## config.mk

```make
export PLATFORM = sky130hd
export DESIGN_NAME = sum_carry_packer
export DESIGN_NICKNAME = d
export VERILOG_FILES = /design/src/rtl/sum_carry_packer.sv
export SDC_FILE = /design/constraint.sdc
export NUM_CORES = 1
export LEC_CHECK = 0
export ABC_AREA = 1
export BUFFER_PORTS_ARGS = -buffer_cell sky130_fd_sc_hd__buf_2
export CAP_MARGIN = 40
export CORE_MARGIN = 2
export CORE_UTILIZATION = 30
export DETAILED_ROUTE_END_ITERATION = 7
export PLACE_DENSITY = 0.49
export SYNTH_ARGS = -nofsm -noshare
export SYNTH_HDL_FRONTEND = slang
export SYNTH_SLANG_ARGS = --single-unit
```

## constraint.sdc

```tcl
create_clock -name clk -period 5.8 [get_ports clk]
set_input_delay 1.16 -clock clk [delete_from_list [all_inputs] [get_ports clk]]
set_output_delay 1.16 -clock clk [all_outputs]
set_load 0.05 [all_outputs]
```

## src/rtl/sum_carry_packer.sv

```systemverilog
// Packs serial (sum, carry) bit pairs into WIDTH-bit words with popcount, carry parity and length.
// Word valid 1 cycle after its last beat; in_ready drops only when the final bit of a word (or a pending flush) has no free output slot.
module sum_carry_packer #(
    parameter int WIDTH = 8,
    parameter int CNT_W = 4
) (
    input  logic             clk,
    input  logic             rst_n,
    input  logic             in_valid,
    output logic             in_ready,
    input  logic             a_in,
    input  logic             cout_in,
    input  logic             flush,
    output logic             out_valid,
    input  logic             out_ready,
    output logic [WIDTH-1:0] out_sum,
    output logic [WIDTH-1:0] out_carry,
    output logic [CNT_W-1:0] out_len,
    output logic [CNT_W-1:0] out_ones,
    output logic             out_parity
);

    typedef enum logic [1:0] {
        S_EMPTY,
        S_FILL,
        S_FLUSH_WAIT
    } state_t;

    localparam logic [CNT_W-1:0] LAST_IDX = CNT_W'(WIDTH - 1);
    localparam logic [CNT_W-1:0] FULL_CNT = CNT_W'(WIDTH);

    logic [CNT_W-1:0] r_bit_cnt;
    logic [WIDTH-1:0] r_sum_sh;
    logic [WIDTH-1:0] r_carry_sh;
    logic             r_flush_pend;
    logic             r_out_valid;
    logic [WIDTH-1:0] r_out_sum;
    logic [WIDTH-1:0] r_out_carry;
    logic [CNT_W-1:0] r_out_len;
    logic [CNT_W-1:0] r_out_ones;
    logic             r_out_parity;

    state_t           w_state;
    logic             w_slot_free;
    logic             w_beat;
    logic [CNT_W-1:0] w_cnt_eff;
    logic [WIDTH-1:0] w_sum_nxt;
    logic [WIDTH-1:0] w_carry_nxt;
    logic [CNT_W-1:0] w_ones;
    logic             w_full;
    logic             w_flush_now;
    logic             w_pend_emit;
    logic             w_pend_set;
    logic             w_load;

    always_comb begin
        w_state = S_EMPTY;
        if (r_flush_pend) begin
            w_state = S_FLUSH_WAIT;
        end else if (r_bit_cnt != '0) begin
            w_state = S_FILL;
        end
    end

    assign w_slot_free = !r_out_valid || out_ready;

    always_comb begin
        in_ready = 1'b1;
        if (w_state == S_FLUSH_WAIT) begin
            in_ready = 1'b0;
        end else if (w_state == S_FILL && r_bit_cnt == LAST_IDX && !w_slot_free) begin
            in_ready = 1'b0;
        end
    end

    assign w_beat    = in_valid && in_ready;
    assign w_cnt_eff = r_bit_cnt + {{(CNT_W-1){1'b0}}, w_beat};

    // Word as it would look after this edge's beat, so flush and full loads see the same data.
    always_comb begin
        w_sum_nxt   = r_sum_sh;
        w_carry_nxt = r_carry_sh;
        w_ones      = '0;
        for (int i = 0; i < WIDTH; i++) begin
            if (w_beat && r_bit_cnt == CNT_W'(i)) begin
                w_sum_nxt[i]   = a_in;
                w_carry_nxt[i] = cout_in;
            end
        end
        for (int i = 0; i < WIDTH; i++) begin
            w_ones = w_ones + {{(CNT_W-1){1'b0}}, w_sum_nxt[i]};
        end
    end

    assign w_full      = w_beat && (w_cnt_eff == FULL_CNT);
    assign w_flush_now = !r_flush_pend && flush && !w_full && (w_cnt_eff != '0) && w_slot_free;
    assign w_pend_set  = !r_flush_pend && flush && !w_full && (w_cnt_eff != '0) && !w_slot_free;
    assign w_pend_emit = r_flush_pend && w_slot_free;
    assign w_load      = w_full || w_flush_now || w_pend_emit;

    always_ff @(posedge clk or negedge rst_n) begin
        if (!rst_n) begin
            r_bit_cnt    <= '0;
            r_sum_sh     <= '0;
            r_carry_sh   <= '0;
            r_flush_pend <= 1'b0;
            r_out_valid  <= 1'b0;
            r_out_sum    <= '0;
            r_out_carry  <= '0;
            r_out_len    <= '0;
            r_out_ones   <= '0;
            r_out_parity <= 1'b0;
        end else begin
            if (w_load) begin
                // Clearing the shift registers keeps bits above out_len zero in later partial words.
                r_bit_cnt    <= '0;
                r_sum_sh     <= '0;
                r_carry_sh   <= '0;
                r_flush_pend <= 1'b0;
                r_out_valid  <= 1'b1;
                r_out_sum    <= w_sum_nxt;
                r_out_carry  <= w_carry_nxt;
                r_out_len    <= w_cnt_eff;
                r_out_ones   <= w_ones;
                r_out_parity <= ^w_carry_nxt;
            end else begin
                r_bit_cnt  <= w_cnt_eff;
                r_sum_sh   <= w_sum_nxt;
                r_carry_sh <= w_carry_nxt;
                if (w_pend_set) begin
                    r_flush_pend <= 1'b1;
                end
                if (out_ready) begin
                    r_out_valid <= 1'b0;
                end
            end
        end
    end

    assign out_valid  = r_out_valid;
    assign out_sum    = r_out_sum;
    assign out_carry  = r_out_carry;
    assign out_len    = r_out_len;
    assign out_ones   = r_out_ones;
    assign out_parity = r_out_parity;

endmodule
```

# Yosys cells after proc, flatten, opt, wreduce, memory -nomap -nowiden
# Cells that the tools add are included.
[totals]
input_bits = 7
reg_bits = 47
wordCells = 86
output_inout_bits = 27
[classes]
muxes = 27
n_eq_ne = 10
n_reduce_logical = 31
n_addsub = 8
[op_table]
columns = ["op", "n"]
rows = [
  ["1-bit 2-to-1 mux", 23],
  ["4-bit by 1-bit adder with 4-bit output", 5],
  ["1-bit logical AND", 18],
  ["4-bit by 3-bit equality test with 1-bit output, second input constant", 4],
  ["8-bit 2-to-1 mux", 2],
  ["4-bit by 2-bit equality test with 1-bit output, second input constant", 2],
  ["4-bit nonzero test", 2],
  ["8-bit XOR reduction", 1],
  ["3-bit by 1-bit adder with 4-bit output", 1],
  ["4-bit by 1-bit equality test with 1-bit output, second input constant", 1],
  ["4-bit equality test, second input constant", 1],
  ["1-bit zero test", 4],
  ["4-bit zero test", 1],
  ["4-bit 2-to-1 mux", 1],
  ["2-bit nonzero test", 2],
  ["2-bit by 1-bit adder with 3-bit output", 1],
  ["1-bit logical OR", 3],
  ["1-bit by 1-bit adder with 2-bit output", 1],
  ["2-bit by 1-bit equality test with 1-bit output, second input constant", 1],
  ["2-bit equality test, second input constant", 1],
  ["2-bit 2-to-1 mux", 1],
]

# Depth between registers and ports, before layout
# Gate-level depths: netlist of run 1.
[depth]
depth_word = 19
mapped_depth = 17
mapped_depth_nobuf = 16

# Least setup slack after synthesis of run 1
# No wires, ideal clock.
[synth_timing]
path_kind = "input port to flip-flop"
start = "input port out_ready"
end = "register r_out_ones[2] (netlist: out_ones[2])"
path_stages = 14
setup_slack_ns = 1.525
setup_time_ns = 0.076
n_path_buf = 0
t_required_ns = 5.724
t_arrival_ns = 4.199
path_cell_list = "nor2_2 nand3_4 nand3_4 nor2_1 o21ai_0 fa_1 fa_1 fa_1 inv_1 ha_1 inv_1 fa_1 xor2_1 o21ai_1"
[synth_between]
elab_chain_len = 15
elab_cells_between_ends = 40
classes_between = "add/sub (8); eq/ne (1); mux (10); reduce/logical (21)"
[synth_rtl]
columns = ["element", "line_no", "rtl"]
rows = [
  ["from (decl)", "15", "input logic out_ready,"],
  ["1-bit logical OR (*)", "65", "assign w_slot_free = !r_out_valid || out_ready;"],
  ["1-bit zero test", "71", "end else if (w_state == S_FILL && r_bit_cnt == LAST_IDX && !w_slot_free) begin"],
  ["1-bit logical AND", "71", ""],
  ["1-bit 2-to-1 mux", "71", ""],
  ["1-bit 2-to-1 mux", "69", "if (w_state == S_FLUSH_WAIT) begin"],
  ["1-bit logical AND", "76", "assign w_beat = in_valid && in_ready;"],
  ["1-bit logical AND or 4-bit by 1-bit adder with 4-bit output (tied branches)", "85, 77", ""],
  ["1-bit 2-to-1 mux or 4-bit equality test (tied branches)", "85, 95", ""],
  ["1-bit by 1-bit adder with 2-bit output or 1-bit logical AND (tied branches)", "91, 95", ""],
  ["2-bit by 1-bit adder with 3-bit output or 1-bit zero test (tied branches)", "91, 96", ""],
  ["3-bit by 1-bit adder with 4-bit output or 1-bit logical AND (tied branches)", "91, 96", ""],
  ["4-bit by 1-bit adder with 4-bit output or 1-bit logical AND (tied branches) (2 in a row)", "91, 96", ""],
  ["4-bit by 1-bit adder with 4-bit output or 1-bit logical OR (tied branches) (2 in a row)", "91, 99", ""],
  ["to (signal assigned)", "124", "r_out_ones <= w_ones;"],
  ["to (decl)", "40", "logic [CNT_W-1:0] r_out_ones;"],
]
# Every way passes the cells marked *; elsewhere a longest branch is shown, timed or not.
# A chain may end at the register's enable or synchronous reset.

# Final worst setup path of run 1
# Ends and elaborated chain as after synthesis.

==> flow_summary.json, run 1 <==
{
  "hold_violations": 0,
  "via_per_inst": 4.43,
  "dp.cells": 431,
  "core_mm2": 0.00781,
  "min_path_type": "flop to flop",
  "worstSetupEndpointType": "flop",
  "yosysTopAreaCellShare_pct": 48.0,
  "ir_drop_mv": 0.159,
  "synth_edf_count": 0,
  "die_width_um": 94.4,
  "grt_pass1_wl_mm": 9.30,
  "synthesis.instances": 302,
  "antenna_found_initial": 0,
  "ys_seq_area_share_pct": 48.0,
  "die_area_mm2": 0.00890,
  "setup-violations-final": 0,
  "worst_hold_startpoint": "out_carry[3]",
  "ys_ff_latch": 47,
  "worstSkewPairLatency_ns": 0.30,
  "maxSlewHeadroom_pct": 51.5,
  "final-max-slew-violation-count": 0,
  "die-height_um": 94.4,
  "rsz0062_at_grt": "false",
  "p_per_area_mw_per_mm2": 523,
  "clkPwrFrac_pct": 14.0,
  "fill_cells": 840,
  "path_clk_slew_ns": 0.08,
  "switchingPower_uw": 736,
  "fmax_ghz": 0.231,
  "cts_setup_buffers": 0,
  "num_vias": 1939,
  "worstPathRequired_ns": 5.97,
  "clock_skew_ns": 0.00163,
  "area_growth_pct": 13.8,
  "r2r_start": "r_bit_cnt[2]",
  "wl_per_cell_um": 12.2,
  "grt_overflow": 0,
  "synth_area_per_cell_um2": 8.11,
  "drt_wl_total_mm": 5.35,
  "synth.distinct_cells": 23,
  "placed_area_mm2": 0.00270,
  "place.gp.congestion": 0.795,
  "tightestPinTransition_ns": 0.727,
  "numCtsBuffers": 5,
  "yosysWarnings": 0,
  "seq_power_share_pct": 32.1,
  "synth_nets": 318,
  "cap_violations": 0,
  "grt_max_degree": 49,
  "p_comb_share_pct": 53.9,
  "grt_util_all_layers_pct": 13.5,
  "synthArstFlopShare_pct": 100,
  "swShare_pct": 50.4,
  "cts_tree": "yes",
  "clkSinkCount": 47,
  "start_kind": "primary input",
  "ios": 34,
  "arrival_ns": 4.51,
  "crit_fanout": 7,
  "layoutNonFillerInstCount": 438,
  "r2r_end": "out_ones[2]",
  "finalCritPeriodShare_pct": 74.8,
  "port_buffers": 33,
  "grt_pass1_vias": 1855,
  "r2r_slack_ns": 2.01,
  "internal-power_uw": 723,
  "first_iter_violations": 98,
  "min_to": "out_carry[3]",
  "drc": 0,
  "cts_max_level": 2,
  "status": "finished, final reports clean",
  "initial_core_util_pct": 31.4,
  "cts.repair.resized": 0,
  "hold_depth": 2,
  "yosys.area.top_type": "dfrtp_1",
  "antenna_cells": 0,
  "drive_above_1_share_pct": 17.9,
  "dr.pass1.iters": 4,
  "rows": 32,
  "fin_area_mm2": 0.00279,
  "synth.area.top_cells": "dfrtp_1 (48%), nand2_1 (15%), nor2_1 (5.5%)",
  "cts_root_buf": "clkbuf_8",
  "fin_setup_tns_ns": 0,
  "reg2regPathDepth": 15,
  "syn_area_mm2": 0.00245,
  "synth_ff_type": "dfrtp_1",
  "p_leak_uw": 0.00154,
  "crit_type": "primary input to flop",
  "final_antenna_net_count": 0,
  "cts_buffer_depth": 2,
  "post-dp-hpwl_mm": 3.88,
  "nNetsFinal": 352,
  "hold_buffers": 0,
  "fin_crit_ns": 4.34
}
-- power by group through the flow --
stage | clock [uW] | combinational, uW | sequential (uW)
after detailed placement | 0 | 797 | 476
after CTS | 212 | 799 | 470
after global routing | 225 | 900 | 482
after floorplan | 0 | 460 | 651
final | 204 | 786 | 468
after global placement | 0 | 794 | 474
-- state kept, by name, summed over array words and instances (netlist names) --
register / cells
out_carry: 8
out_sum: 8
r_carry_sh: 8
r_sum_sh: 8
out_len: 4
out_ones: 4
r_bit_cnt: 4
out_parity: 1
out_valid: 1
r_flush_pend: 1
-- per-stage QoR --
step                      hold slack, ns  power, uW  setup WS [ns]  utilization [%]
after floorplan                    0.508       1110           1.52                -
after global placement             0.451       1270           1.18             34.6
after detailed placement           0.458       1270           1.10             34.6
after CTS                          0.485       1480           1.42             35.7
after global routing               0.518       1610           1.22             35.7
final                              0.485       1460           1.46             35.7
-- routing by layer --
metal | global-route usage, % | vias to the layer above | routed length, um
li1 | - | 1012 | -
met1 | 18.3 | 897 | 2580
met2 | 21.6 | 23 | 2530
met3 | 2.79 | 7 | 168
met4 | 4.35 | 0 | 73
met5 | 0 | - | 0
-- cell usage in the layout (no fill, tap or decap) --
master    instances
nand2_1          95
dfrtp_1          47
nor2_1           36
inv_1            34
buf_2            33
o21ai_0          18
o21ai_1          14
nand3_1           7
a21oi_1           7
clkbuf_8          6
ha_1              5
nor2_2            4
inv_2             4
nand4_2           4
o21ai_2           4
fa_1              4
xor2_1            3
nand4_1           3
nand3_4           2
buf_4             2
o21a_1            1
nor3_1            1
nand3b_1          1
clkinv_2          1
-- logic make-up (layout without fill, tap and decap cells) --
| logic type | count (synthesis) | after routing | share of synthesized area (%) |
|---|---|---|---|
| flops | 47 | 47 | 48.0 |
| buf+inv | 46 | 80 | 8.12 |
| simple gates | 153 | 153 | 27.3 |
| compound gates | 44 | 44 | 9.70 |
| fa+ha+maj | 9 | 9 | 5.82 |
| xor+xnor | 3 | 3 | 1.07 |
-- how the worst max path moves through the flow --
stage	cells past startpoint	slack (ns)	endpoint	start
after detailed placement	15	1.10	out_ones[2]	out_ready
after floorplan	14	1.52	out_ones[2]	out_ready
final	15	1.46	out_ones[2]	out_ready
after CTS	15	1.42	out_ones[2]	out_ready
after global placement	15	1.18	out_ones[2]	out_ready
after global routing	15	1.22	out_ones[2]	out_ready
-- synthesized netlist by cell type (4+ instances only) --
master	number
nor2_2	4
o21ai_2	4
inv_2	4
dfrtp_1	47
nand2_1	95
nand3_1	7
o21ai_1	14
o21ai_0	18
fa_1	4
a21oi_1	7
ha_1	5
nand4_2	4
inv_1	34
nor2_1	36
-- critical path: stages --
cell and delay [ns]:
buf_2 0.11, nor2_2 0.23, nand3_4 0.18, nand3_4 0.13, nor2_1 0.08, o21ai_0 0.32
fa_1 0.51, fa_1 0.51, fa_1 0.41, inv_1 0.07, ha_1 0.16, inv_1 0.05
fa_1 0.37, xor2_1 0.14, o21ai_1 0.08
-- final cells by class --
class | instances | area, um^2 | area share, %
Clock buffer | 6 | 82.6 | 2.96
Clock inverter | 1 | 5.00 | 0.179
Inverter | 38 | 143 | 5.11
Multi-Input combinational cell | 209 | 1070 | 38.5
Sequential cell | 47 | 1180 | 42.2
Tap cell | 102 | 128 | 4.58
Timing Repair Buffer | 35 | 180 | 6.46
Note: power is estimated with default switching activity, not from simulation.
==> inputs of run 2 (changes only) <==
Clock period 5.8 ns to 4.25 ns, I/O delays scaled along.
==> run 2 against run 1 <==
Total power is 46% higher. Die area did not move. Design area is 3.4% higher. Sequential power grew 37%. Combinational power rose by 40%. Worst setup slack got worse by 1.1 ns. Wire length increased by 0.75%. Sequential share of layout area down 1.4 points. Utilization is 1.2 points higher. Non-clock buffer count is 6 higher. Count of clock-buffer cells in the layout shrank 1. Critical endpoint unchanged.
==> flow_summary.json, run 2 (same netlist as run 1, synthesis figures left out) <==
{
  "status": "finished, final reports clean",
  "setup_ws_ns": 0.347,
  "grt_overflow": 0,
  "final_cell_mix": "nand2_1 (95), dfrtp_1 (47), nor2_1 (36), inv_1 (34), buf_2 (33)",
  "place_worst_setup_slack_ns": 0.0156,
  "fin_setup_tns_ns": 0,
  "antenna_found_initial": 0,
  "cts_max_level": 2,
  "initial_core_util_pct": 31.4,
  "port_buffers": 33,
  "grt_pass1_wl_mm": 9.16,
  "p_per_area_mw_per_mm2": 740,
  "path_clk_slew_ns": 0.09,
  "cap_violations": 0,
  "grt_util_all_layers_pct": 13.3,
  "clock_skew_ns": 0.00624,
  "cpPeakStageDelay_ns": 0.51,
  "crit_type": "primary input to flop",
  "path_delay_family": "adder cells",
  "worstSetupEndpointType": "flop",
  "tightestPinTransition_ns": 0.720,
  "clkSinkCount": 47,
  "start_kind": "primary input",
  "cts.repair.resized": 0,
  "maxSlewHeadroom_pct": 51.9,
  "crit_chain": "buf_2 > nor2_2 > nand3_4 > nand4_2 > nor2_1 > a21oi_1 > fa_1 > fa_1 > fa_1 > inv_1 > ha_1 > inv_1 > fa_1 > xor2_1 > o21ai_1",
  "place.gp.congestion": 0.797,
  "first_iter_violations": 85,
  "min_path_type": "flop to flop",
  "multi_input_area_mm2": 0.00107,
  "grt_pass1_vias": 1856,
  "layout_commonest_cell": "nand2_1",
  "antenna_cells": 0,
  "cts_buffer_depth": 2,
  "die_area_mm2": 0.00890,
  "r2r_slack_ns": 0.47,
  "cts_tree": "yes",
  "arrival_ns": 4.07,
  "via_per_inst": 4.41,
  "cts_root_buf": "clkbuf_8",
  "dr.pass1.iters": 4,
  "crit_top_cell": "fa_1",
  "drt_wl_total_mm": 5.39,
  "drc": 0,
  "setup-violations-final": 0,
  "rsz0062_at_grt": "false",
  "holdWs_ns": 0.485,
  "worstPathRequired_ns": 4.42,
  "fill_cells": 847,
  "hold_buffers": 0,
  "die-height_um": 94.4,
  "fin_crit_ns": 3.90,
  "ios": 34,
  "worst_path_max_delay_cell": "fa_1",
  "fmax_ghz": 0.256,
  "crit_buf_inv": 3,
  "rows": 32,
  "final_antenna_net_count": 0,
  "nNetsFinal": 358,
  "drive_above_1_share_pct": 19.5,
  "ir_drop_mv": 0.365,
  "numCtsBuffers": 5,
  "finalCritPeriodShare_pct": 91.8,
  "cts_setup_buffers": 0,
  "hold_violations": 0,
  "register_area_mm2": 0.00118,
  "core_mm2": 0.00781,
  "final-max-slew-violation-count": 0,
  "worstSkewPairLatency_ns": 0.30,
  "num_vias": 1963,
  "p_leak_uw": 0.00159,
  "crit_fanout": 7,
  "wl_per_cell_um": 12.1,
  "area_growth_pct": 17.7,
  "grt_max_degree": 49,
  "post-dp-hpwl_mm": 3.92,
  "die_width_um": 94.4
}
## run 2: cell types whose count changed in the layout (fill, tap and decap cells not counted)
cell	previous run	this run
buf_4	2	8
clkbuf_8	6	5
clkinv_2	1	0
clkinvlp_4	0	1
bufinv_16	0	2
## run 2: tightest hold or removal path: stages (launching register included)
cell	delay (ns)
dfrtp_1	0.35
nand2_1	0.05
nand2_1	0.06
## run 2: final timing paths
kind,depth (start not counted),start,end
min reg2reg,2,out_ones[3],out_ones[3]
max in group asynchronous,2,rst_n,r_bit_cnt[0]
min in group asynchronous,2,rst_n,out_sum[2]
max,15,out_ready,out_ones[2]
min,2,out_ones[3],out_ones[3]
max reg2reg,15,r_bit_cnt[2],out_ones[2]
## run 2: routing by layer
metal	wire, um	GRT usage (%)	up-vias
li1	-	-	1024
met5	0	0	-
met2	2470	20.8	30
met1	2680	18.7	903
met4	63	3.62	0
met3	176	2.71	6
## run 2: report_power, final
group	leakage (uW)	internal, uW	total (uW)	switching, uW
clock	0.0000644	235	395	161
sequential	0.000634	572	641	69.0
combinational	0.000888	308	1100	789
total	0.00159	1110	2130	1020
## run 2: cell type report
| cell class | instances | share of cell area [%] |
|---|---|---|
| well taps | 102 | 4.43 |
| repair buffers | 41 | 7.81 |
| flip-flops and latches | 47 | 40.8 |
| multi-input cells | 209 | 37.3 |
| clock buffers | 5 | 2.39 |
| inverters | 38 | 4.95 |
| clock inverters | 3 | 2.34 |
## run 2: through the flow
stage               cells  cell area (um^2)  total power [uW]  utilization, %
global placement      437              2750              1760            35.2
finish                445              2880              2130            36.9
detailed placement    437              2750              1760            35.2
floorplan             302              2450              1520               -
global route          445              2880              2310            36.9
CTS                   445              2880              2170            36.9
